## src/rtl/log_histogram.sv

```systemverilog
`default_nettype none
// +-----------------------------------------------------------------------+
// | log_histogram                                                         |
// | Eight saturating bin counters fed by 3-bit log2 results, with total,  |
// | running mode bin, sticky saturation flag and a registered readout.    |
// | Revision: 1.0                                                         |
// +-----------------------------------------------------------------------+
module log_histogram #(
  parameter int CNT_W = 8,
  parameter int TOT_W = 12
) (
  input  logic             clk,
  input  logic             reset,
  input  logic             in_valid,
  input  logic [2:0]       in_result,
  input  logic             clear,
  input  logic             rd_en,
  input  logic [2:0]       rd_bin,
  output logic             rd_valid,
  output logic [CNT_W-1:0] rd_data,
  output logic [TOT_W-1:0] total,
  output logic [2:0]       peak_bin,
  output logic             sat_any
);

  localparam logic [CNT_W-1:0] c_cnt_max = '1;
  localparam logic [TOT_W-1:0] c_tot_max = '1;

  logic [CNT_W-1:0] bin_q [8];
  logic [CNT_W-1:0] bin_d [8];
  logic [TOT_W-1:0] total_q, total_d;
  logic [2:0]       peak_q, peak_d;
  logic             sat_q, sat_d;
  logic             rd_valid_q, rd_valid_d;
  logic [CNT_W-1:0] rd_data_q, rd_data_d;

  logic [CNT_W-1:0] bin_inc;
  logic [TOT_W-1:0] total_inc;

  always_comb begin
    bin_d      = bin_q;
    total_d    = total_q;
    peak_d     = peak_q;
    sat_d      = sat_q;
    rd_valid_d = rd_en;
    // Reads see pre-edge contents, so a same-cycle sample or clear is invisible.
    rd_data_d  = rd_en ? bin_q[rd_bin] : rd_data_q;

    bin_inc   = (bin_q[in_result] == c_cnt_max) ? c_cnt_max : bin_q[in_result] + 1'b1;
    total_inc = (total_q == c_tot_max) ? c_tot_max : total_q + 1'b1;

    if (clear) begin
      for (int i = 0; i < 8; i++) bin_d[i] = '0;
      total_d = '0;
      peak_d  = '0;
      sat_d   = 1'b0;
    end else if (in_valid) begin
      bin_d[in_result] = bin_inc;
      total_d          = total_inc;
      if (bin_inc == c_cnt_max || total_inc == c_tot_max) sat_d = 1'b1;
      // Strictly greater: ties, including a pinned saturated bin, keep the peak.
      if (in_result != peak_q && bin_inc > bin_q[peak_q]) peak_d = in_result;
    end
  end

  always_ff @(posedge clk or posedge reset) begin
    if (reset) begin
      for (int i = 0; i < 8; i++) bin_q[i] <= '0;
      total_q    <= '0;
      peak_q     <= '0;
      sat_q      <= 1'b0;
      rd_valid_q <= 1'b0;
      rd_data_q  <= '0;
    end else begin
      for (int i = 0; i < 8; i++) bin_q[i] <= bin_d[i];
      total_q    <= total_d;
      peak_q     <= peak_d;
      sat_q      <= sat_d;
      rd_valid_q <= rd_valid_d;
      rd_data_q  <= rd_data_d;
    end
  end

  assign rd_valid = rd_valid_q;
  assign rd_data  = rd_data_q;
  assign total    = total_q;
  assign peak_bin = peak_q;
  assign sat_any  = sat_q;

endmodule
`default_nettype wire

```

## config.mk

```make
export PLATFORM = sky130hd
export DESIGN_NAME = log_histogram
export DESIGN_NICKNAME = d
export VERILOG_FILES = /design/src/rtl/log_histogram.sv
export SDC_FILE = /design/constraint.sdc
export NUM_CORES = 1
export LEC_CHECK = 0
export ABC_AREA = 0
export CELL_PAD_IN_SITES_DETAIL_PLACEMENT = 1
export CELL_PAD_IN_SITES_GLOBAL_PLACEMENT = 2
export CORE_ASPECT_RATIO = 1.1
export CORE_MARGIN = 1.5
export CORE_UTILIZATION = 39
export CTS_CLUSTER_DIAMETER = 200
export DETAILED_ROUTE_END_ITERATION = 16
export PLACE_DENSITY = 0.81
export SKIP_CTS_REPAIR_TIMING = 1
export SYNTH_ARGS = -nofsm -noshare
export SYNTH_HDL_FRONTEND = slang
export SYNTH_SLANG_ARGS = --single-unit
```

## constraint.sdc

```tcl
create_clock -name clk -period 5.08 [get_ports clk]
set_clock_uncertainty 0.05 [all_clocks]
set_input_delay 0.508 -clock clk [delete_from_list [all_inputs] [get_ports clk]]
set_output_delay 0.508 -clock clk [all_outputs]
set_load 0.01 [all_outputs]
```

* Yosys cells after proc, flatten, opt, wreduce, memory -nomap -nowiden
Index checks and enable logic that the tools add are counted.
Cells by class: add/sub/neg operators 2, order comparisons 5, equal/unequal tests 5, multiplexer cells 24, bitwise operators 3, reductions and logical operators 8
Operators by type and width (count):
- $mux 64 | 2
- $bmux 8 s3 | 3
- $bwmux 64 | 1
- $mux 8 | 8
- $mux 12 | 3
- $demux 8 s3 | 1
- $eq 12x12->1 const B | 2
- $eq 8x8->1 const B | 2
- $add 12x1->12 const B | 1
- $ge 4x4->1 const B | 3
- $not 3->4 | 3
- $mux 3 | 3
- $add 8x1->8 const B | 1
- $gt 8x8->1 | 1
- $reduce_bool 2->1 | 3
- $lt 4x1->1 const B | 1
- $reduce_and 2->1 | 2
- $mux 1 | 3
- $ne 3x3->1 | 1
- $logic_and 1x1->1 | 2
- $logic_or 1x1->1 | 1
Storage, ports and cells: register bits 89, input port bits 11, output and inout bits 25, logic and storage cells 60

* Depth between registers and ports, before layout
Gate-level depths: netlist of the first run.
depth in word-level cells 11, depth in mapped cells 20, gate-level depth less buffers 18

* Worst setup path after synthesis of the first run
No wires, ideal clock.
path kind input -> register, start in in_result[0], end reg peak_q[0], in the netlist peak_bin[0], setup time 132 ps, arrival 3846 ps, data required time 4898 ps, slack 1052 ps, stages 20, buffers on the path 2, cells stage by stage buf_4 buf_12 mux4_2 mux2i_1 inv_1 ha_1 inv_1 or4_4 nor4_4 nor2_1 inv_1 ha_1 nor2b_1 o21a_1 o21a_1 o21a_1 o21ai_0 a21oi_1 mux2i_1 nor2_1
On the way: cells in the longest elaborated chain, start to end 10, elaborated cells on any way between the ends 15, classes of those cells add/sub (1); order compare (1); eq/ne (2); mux (7); bitwise (1); reduce/logical (3)
Ends and longest elaborated chain:
- start: declaration | RTL line 15 | input logic [2:0] in_result,
- $not 3->4 (implied by the code) | RTL line 49 | bin_inc = (bin_q[in_result] == c_cnt_max) ? c_cnt_max : bin_q[in_result] + 1'b1;
- $bmux 8 s3 | RTL line 49
- $mux 8 (implied by the code) (2 in a row) | RTL line 49
- $add 8x1->8 or $eq 8x8->1 (tied branches) | RTL line 49
- $mux 8 | RTL line 49
- $gt 8x8->1 | RTL line 62 | if (in_result != peak_q && bin_inc > bin_q[peak_q]) peak_d = in_result;
- $logic_and 1x1->1 | RTL line 62
- $reduce_bool 2->1 (no line)
- $reduce_and 2->1 (no line)
- end signal: assignment | RTL line 77 | peak_q <= peak_d;
- end: declaration | RTL line 32 | logic [2:0] peak_q, peak_d;
Several ways; a longest one is shown, not always the timed one. The select of a mux whose other input is x is not followed. A chain may end at the register's enable or synchronous reset.

* Worst setup path in the final report of the first run
start in in_result[1], end reg peak_q[0], in the netlist peak_bin[0]
On the way: cells in the longest elaborated chain, start to end 10, elaborated cells on any way between the ends 12, classes of those cells add/sub (1); order compare (1); eq/ne (2); mux (4); bitwise (1); reduce/logical (3)
Ends and longest elaborated chain (RTL line):
- $not 3->4 (implied by the code) | 49
- $bmux 8 s3 | 49
- $mux 8 (implied by the code) (2 in a row) | 49
- $add 8x1->8 or $eq 8x8->1 (tied branches) | 49
- $mux 8 | 49
- $gt 8x8->1 | 62
- $logic_and 1x1->1 (*) | 62
- $reduce_bool 2->1 (no line) (*)
- $reduce_and 2->1 (no line) (*)
Mark *: on every way between the ends. The rest lies on a longest branch, timed or not. The select of a mux whose other input is x is not followed.

==> results.tsv, run 1 <==
metric	value	unit
number of global-route vias before repair	5064	
iteration-0 DRC count of the detailed router	327	
Cell Area, Synth	5500	um^2
num ports	36	
sum of net half-perimeters after detailed placement	13.06	mm
placeable core region	13790	um^2
proportion of register bits with asynchronous set or reset after synthesis	100.0	%
die span in x	116.2	um
total nets after synthesis	551	
number of distinct library cells after synthesis	59	
Met3 Wirelength	1.058	mm
synthesis-stage register bit count	89	
switching power	451.6	uW
Reg2Reg Setup Slack	1.15	ns
Crit-path slowest cell	clkdlybuf4s50_1	
TritonCTS Sinks	89	
overflow left after global routing	0	
most common flop cell mapped by yosys	dfrtp_1	
count of inserted antenna diode cells	0	
Detailed Route WL	18.88	mm
share of the cycle needed by the critical path after routing	90.94	%
sequential-to-total area share from yosys stat	40.49	%
maximum clock rate	0.2165	GHz
max-cap check violation count	0	
transition time of the tightest slew-check pin	1.306	ns
worst endpoint data arrival time	4.79	ns
worst r2r src	bin_q[16]	
vertical die dimension	127.6	um
wire length of the first global-routing pass	29.38	mm
fraction of power consumed by sequential logic	46.5	%
Comb power frac	14.6	%
floorplan die area	14830	um^2
Buffers on Ports	35	
Most common cell on crit path	nor2_1	
TritonCTS clock tree	yes	
Synth Instances	530	
count of standard-cell rows	45	
count of final max-slew check failures	0	
critical path endpoint	peak_bin[0]	
minimum setup slack after placement	0.09289	ns
IR drop worst, VDD	0.0001145	V
endpoints failing setup	0	
YS warnings	0	
cell internal pwr	1176	uW
final hold vios	0	
endpoint class of the critical path	register	
DRC violation count after routing	0	
Avg Inst Size Synth	10.38	um^2
starting density of the core	39.87	%
number of CTS-inserted buffers	9	
number of nets with antenna violations after routing	0	
later-pin clock latency in the skew report	0.36	ns
Syn-to-layout area delta	16.45	%
number of vias after detailed routing	4654	
Fin Hold WS	0.4771	ns
net count of the finished layout	592	
fin cells	762	
outcome	finished, final reports clean	
detailed route wirelength on metal2	9.359	mm
largest stage delay on the critical path	0.73	ns
number of enable-type register cells in the synthesized netlist	0	
leakage power summed over all cells	0.002679	uW
endpoint of the worst register-to-register path	peak_bin[0]	
largest fanout on the critical path	11	
Global Route Usage Sum	27.33	%
total power consumption of the routed design	1627	uW
maximum number of pins on one net before global-route repair	49	
root buf cell	clkbuf_16	
Register-to-Register Path Depth	18	
Clock H-tree levels	3	
Final Wtd Congestion	0.8851	
post-layout min period	4.620	ns
RSZ-0062 raised after global routing	false	
clock network fraction of total power	38.9	%
Max Root-Sink Buffers	2	
Max-slew headroom	12.90	%
DR vias/cell	6.108	
first-pass iteration count of the detailed router	5	
critical path launch point	in_result[1]	
DP Cell Count	748	
HP Class	register to register	
switching share of power	27.75	%
routed length per instance	24.78	um
Clock transition at path regs	0.06	ns
proportion of layout cells with a drive suffix above 1	15.51	%
power density relative to cell area	254.1	nW/um^2
length of routed wiring on met1	7.639	mm
topmost layer with routed signal wires	met4	
critical path start-end classification	primary input to register	
cells along the critical path	clkdlybuf4s50_1, buf_4, mux2_1, a221oi_1, nor2_1, a211oi_2, nor2_1, nand2_1, mux2_2, inv_1, ha_1, and3_1, a31oi_1, o21ai_0, a21oi_1, mux2i_1, nor2_1	
post-route setup slack	0.4604	ns
Post-Route Setup TNS	0	ns
number of antenna violations at the first check in global routing	0	
Critical Path Start Type	primary input	
Worst EP required	5.25	ns
## synth_stat cells (all sizes together), types with 5 or more instances
cell / n / share of area [%]
dfrtp: 89 / 40
nor3: 10 / 0.91
a21oi: 26 / 2.4
a31oi: 7 / 0.80
nand3: 10 / 0.91
ha: 10 / 2.3
buf: 14 / 1.6
nor2: 34 / 2.4
and3: 6 / 0.68
clkbuf: 16 / 1.1
nor2b: 8 / 0.96
a211oi: 5 / 0.86
mux2: 7 / 1.4
o21a: 5 / 0.68
o21ai: 62 / 5.6
mux2i: 30 / 5.5
mux4: 38 / 16
inv: 14 / 0.96
nand2: 81 / 5.6
a22o: 9 / 1.4
a22oi: 5 / 0.86
## worst min-delay path by stage
| stage | start | endpoint | slack [ns] | depth (start not counted) |
|---|---|---|---|---|
| floorplan | bin_q[12] | bin_q[12] | 0.42 | 2 |
| global placement | bin_q[61] | bin_q[61] | 0.45 | 2 |
| detailed placement | rd_data[2] | rd_data[2] | 0.47 | 2 |
| CTS | bin_q[13] | bin_q[13] | 0.48 | 2 |
| global route | bin_q[9] | bin_q[9] | 0.52 | 2 |
| finish | bin_q[13] | bin_q[13] | 0.48 | 2 |
## metal layers
layer	up-vias	track usage, %
met2	163	45.71
met3	61	4.507
met1	2374	33.51
met5	-	0
met4	0	14.92
li1	2056	-
## cell usage in the layout (no fill, tap or decap), drive strengths merged, types with 2 or more instances in the layout
master / Yosys / layout
buf: 14 / 25
xor2: 4 / 4
a22oi: 5 / 5
nor2b: 8 / 8
a221oi: 2 / 2
nor3b: 2 / 2
o21a: 5 / 5
nand2: 81 / 81
clkdlybuf4s50: 0 / 35
mux2: 7 / 7
mux4: 38 / 38
nand3: 10 / 10
a211oi: 5 / 5
nor3: 10 / 10
and3: 6 / 6
dfrtp: 89 / 89
ha: 10 / 10
a41o: 2 / 2
xnor2: 3 / 3
a31oi: 7 / 7
and4: 4 / 4
a21oi: 26 / 26
o21ai: 62 / 62
a311oi: 3 / 3
clkbuf: 16 / 14
and2: 4 / 4
inv: 14 / 13
nand2b: 3 / 3
nand4: 3 / 3
mux2i: 30 / 30
a22o: 9 / 9
nor2: 34 / 34
## registers in the layout, indices dropped and copies added, names as in the netlist
register	flops
peak_bin	3
sat_any	1
bin_q	64
rd_valid	1
rd_data	8
total	12
## cell type report
class	instances	area, um^2
multi-input cells	397	3074
flip-flops and latches	89	2227
fillers	1568	7390
inverters	14	53.80
well taps	188	235.2
clock buffers	14	264.0
repair buffers	60	550.5
## stage by stage
| stage | util, % | area, um^2 |
|---|---|---|
| after floorplan | - | 5500 |
| after global placement | 44.52 | 6141 |
| after detailed placement | 44.52 | 6141 |
| after CTS | 46.43 | 6405 |
| after global routing | 46.43 | 6405 |
| final | 46.43 | 6405 |
## cells by family (layout without fill, tap and decap cells)
kind of cell | count (synthesis) | in the layout | share of synthesized area [%]
adders and majority gates | 10 | 10 | 2.275
AOI/OAI and AO/OA | 136 | 136 | 15.51
and+or+nand+nor | 169 | 169 | 14.40
DFF | 89 | 89 | 40.49
buffers and inverters | 44 | 88 | 3.617
xor gates and xnor gates | 7 | 7 | 1.115
muxes | 75 | 75 | 22.59
## worst max-delay path: cells and delay by family
kind,cells,cell delay [ns]
mux,3,1.01
simple gates,5,0.51
buf+inv,3,1.11
fa+ha+maj,1,0.23
compound gates,5,1.38
## power by group through the flow
| stage | logic [uW] | clock network, uW | registers (uW) |
|---|---|---|---|
| finish | 237 | 634 | 756 |
| CTS | 237 | 641 | 756 |
| detailed placement | 236 | 0 | 769 |
| global placement | 232 | 0 | 767 |
| global route | 254 | 669 | 758 |
| floorplan | 150 | 0 | 751 |
(Power assumes the default switching activity.)
==> inputs of run 2 (changes only) <==
--- a/config.mk
+++ b/config.mk
@@ -12,6 +12,7 @@
 export CORE_MARGIN = 1.5
 export CORE_UTILIZATION = 39
 export CTS_CLUSTER_DIAMETER = 200
+export CTS_CLUSTER_SIZE = 8
 export DETAILED_ROUTE_END_ITERATION = 16
 export PLACE_DENSITY = 0.81
 export SKIP_CTS_REPAIR_TIMING = 1
==> results of run 2 <==
No change in the layout: final DEF, timing and power equal those of run 1.
==> inputs of run 3 (changes only) <==
--- a/config.mk
+++ b/config.mk
@@ -11,6 +11,7 @@
 export CORE_ASPECT_RATIO = 1.1
 export CORE_MARGIN = 1.5
 export CORE_UTILIZATION = 39
+export CTS_BUF_LIST = sky130_fd_sc_hd__clkbuf_16
 export CTS_CLUSTER_DIAMETER = 200
 export CTS_CLUSTER_SIZE = 8
 export DETAILED_ROUTE_END_ITERATION = 16
==> results.tsv, run 3 (synthesis gave the netlist of run 1 again) <==
metric	value	unit	change
most frequent standard cell in the layout excluding fill and tap cells	dfrtp_1		
HP Class	register to register		
Critical Path Start Type	primary input		
Register Area	2227	um^2	unchanged
starting density of the core	39.87	%	unchanged
number of fill cells in the layout	1573		+0.32%
count of standard-cell rows	45		unchanged
num ports	36		unchanged
floorplan die area	14830	um^2	unchanged
placeable core region	13790	um^2	unchanged
Worst EP required	5.24	ns	about the same
endpoint class of the critical path	register		
switching power	445.4	uW	-1.4%
leakage power summed over all cells	0.002680	uW	about the same
TritonCTS clock tree	yes		
maximum clock rate	0.2162	GHz	-0.14%
later-pin clock latency in the skew report	0.36	ns	about the same
number of nets with antenna violations after routing	0		unchanged
largest fanout on the critical path	11		unchanged
maximum number of pins on one net before global-route repair	49		unchanged
number of global-route vias before repair	5042		-0.43%
Post-Route Setup TNS	0	ns	unchanged
TritonCTS Sinks	89		unchanged
cell internal pwr	1139	uW	-3.1%
number of CTS-inserted buffers	9		unchanged
DR vias/cell	6.089		-0.30%
post-layout min period	4.626	ns	+0.006502 ns
Global Route Usage Sum	27.15	%	-0.18 points
endpoints failing setup	0		unchanged
critical path start-end classification	primary input to register		
first-pass iteration count of the detailed router	4		-1
final hold vios	0		unchanged
IR drop worst, VDD	0.0001135	V	-0.93%
critical path launch point	in_result[1]		
iteration-0 DRC count of the detailed router	328		+0.31%
vertical die dimension	127.6	um	unchanged
power density relative to cell area	248.2	nW/um^2	-2.3%
die span in x	116.2	um	unchanged
overflow left after global routing	0		unchanged
wire length of the first global-routing pass	29.19	mm	-0.64%
number of vias after detailed routing	4640		-0.30%
Detailed Route WL	18.67	mm	-1.1%
cells along the critical path	clkdlybuf4s50_1, buf_4, mux2_1, a221oi_1, nor2_1, a211oi_2, nor2_1, nand2_1, mux2_2, inv_1, ha_1, and3_1, a31oi_1, o21ai_0, a21oi_1, mux2i_1, nor2_1		
minimum setup slack after placement	0.09289	ns	unchanged
worst endpoint data arrival time	4.79	ns	about the same
number of antenna violations at the first check in global routing	0		unchanged
fraction of power consumed by sequential logic	47.7	%	+1.2 points
flip-flop count of the largest register, all copies and words added	64		unchanged
count of inserted antenna diode cells	0		unchanged
DRC violation count after routing	0		unchanged
root buf cell	clkbuf_16		
Syn-to-layout area delta	16.08	%	
most frequent cells in the layout	dfrtp_1 (89), nand2_1 (80), o21ai_0 (60)		
switching share of power	28.11	%	+0.35 points
Buffers on Ports	35		unchanged
post-route setup slack	0.4538	ns	-0.006502 ns
total power consumption of the routed design	1585	uW	-2.6%
sum of net half-perimeters after detailed placement	13.06	mm	unchanged
worst r2r src	bin_q[16]		
count of final max-slew check failures	0		unchanged
outcome	finished, final reports clean		
net count of the finished layout	592		unchanged
proportion of layout cells with a drive suffix above 1	15.16	%	-0.35 points
Max-slew headroom	15.92	%	+3.0 points
Crit-path slowest cell	clkdlybuf4s50_1		
hold wc startpoint	rd_data[2]		
largest stage delay on the critical path	0.73	ns	about the same
Comb power frac	14.9	%	+0.3 points
routed length per instance	24.51	um	-1.1%
share of the cycle needed by the critical path after routing	91.07	%	+0.13 points
Clock transition at path regs	0.06	ns	about the same
max-cap check violation count	0		unchanged
RSZ-0062 raised after global routing	false		
Final Wtd Congestion	0.8851		unchanged
Most common cell on crit path	nor2_1		
transition time of the tightest slew-check pin	1.261	ns	-0.04521 ns
register containing the most flip-flops in the final layout	bin_q		
Max Root-Sink Buffers	2		unchanged
area used by multi-input combinational logic	3074	um^2	unchanged
Clock H-tree levels	3		unchanged
clock network fraction of total power	37.3	%	-1.6 points
[run 3: changes by cell type in the layout (fill, tap and decap cells not counted)]
cell,delta
inv_1,+3
clkbuf_1,-3
clkinv_1,+2
clkbuf_8,-2
[run 3: worst max-delay path: cells and delay by family]
kind | cells | cell delay (ns)
adders and majority gates | 1 | 0.23
and+or+nand+nor | 5 | 0.53
muxes | 3 | 1.01
buffers and inverters | 3 | 1.11
AOI/OAI and AO/OA | 5 | 1.39
[run 3: power by group through the flow]
stage               sequential, uW  combinational, uW  clock (uW)
finish                         756                237         592
global route                   758                253         632
CTS                            756                237         604
detailed placement             769                236           0
global placement               767                232           0
floorplan                      751                150           0
[run 3: stage by stage]
step                      hold slack [ns]  utilization [%]  instances  area [um^2]
final                              0.4807            46.29        762         6385
after global routing               0.5248            46.29        762         6385
after CTS                          0.4822            46.29        762         6385
after detailed placement           0.4701            44.52        748         6141
after global placement             0.4458            44.52        748         6141
after floorplan                    0.4244                -        530         5500
[run 3: path summary, 6_finish.rpt]
path	cells past startpoint	end	slack [ns]
min in group asynchronous	2	bin_q[34]	0.53
max	17	peak_bin[0]	0.45
min	2	rd_data[2]	0.48
min reg2reg	2	rd_data[2]	0.48
max in group asynchronous	3	bin_q[6]	3.35
max reg2reg	18	peak_bin[0]	1.19
[run 3: cell type report]
| cell class | count | area share (%) |
|---|---|---|
| multi-input combinational | 397 | 48.15 |
| sequential | 89 | 34.88 |
| timing repair buffer | 60 | 8.622 |
| tap | 188 | 3.684 |
| clock buffer | 9 | 3.527 |
| inverter | 14 | 0.8426 |
| clock inverter | 5 | 0.2939 |
[run 3: routing by layer]
metal  wire, um  share of wire (%)  vias up  global-route usage [%]
li1           -                  -     2054                       -
met1       7408                 40     2378                   33.04
met2       9328                 50      156                   45.54
met3       1174                6.3       52                   4.839
met4        763                4.1        0                   14.63
met5          0                  0        -                       0
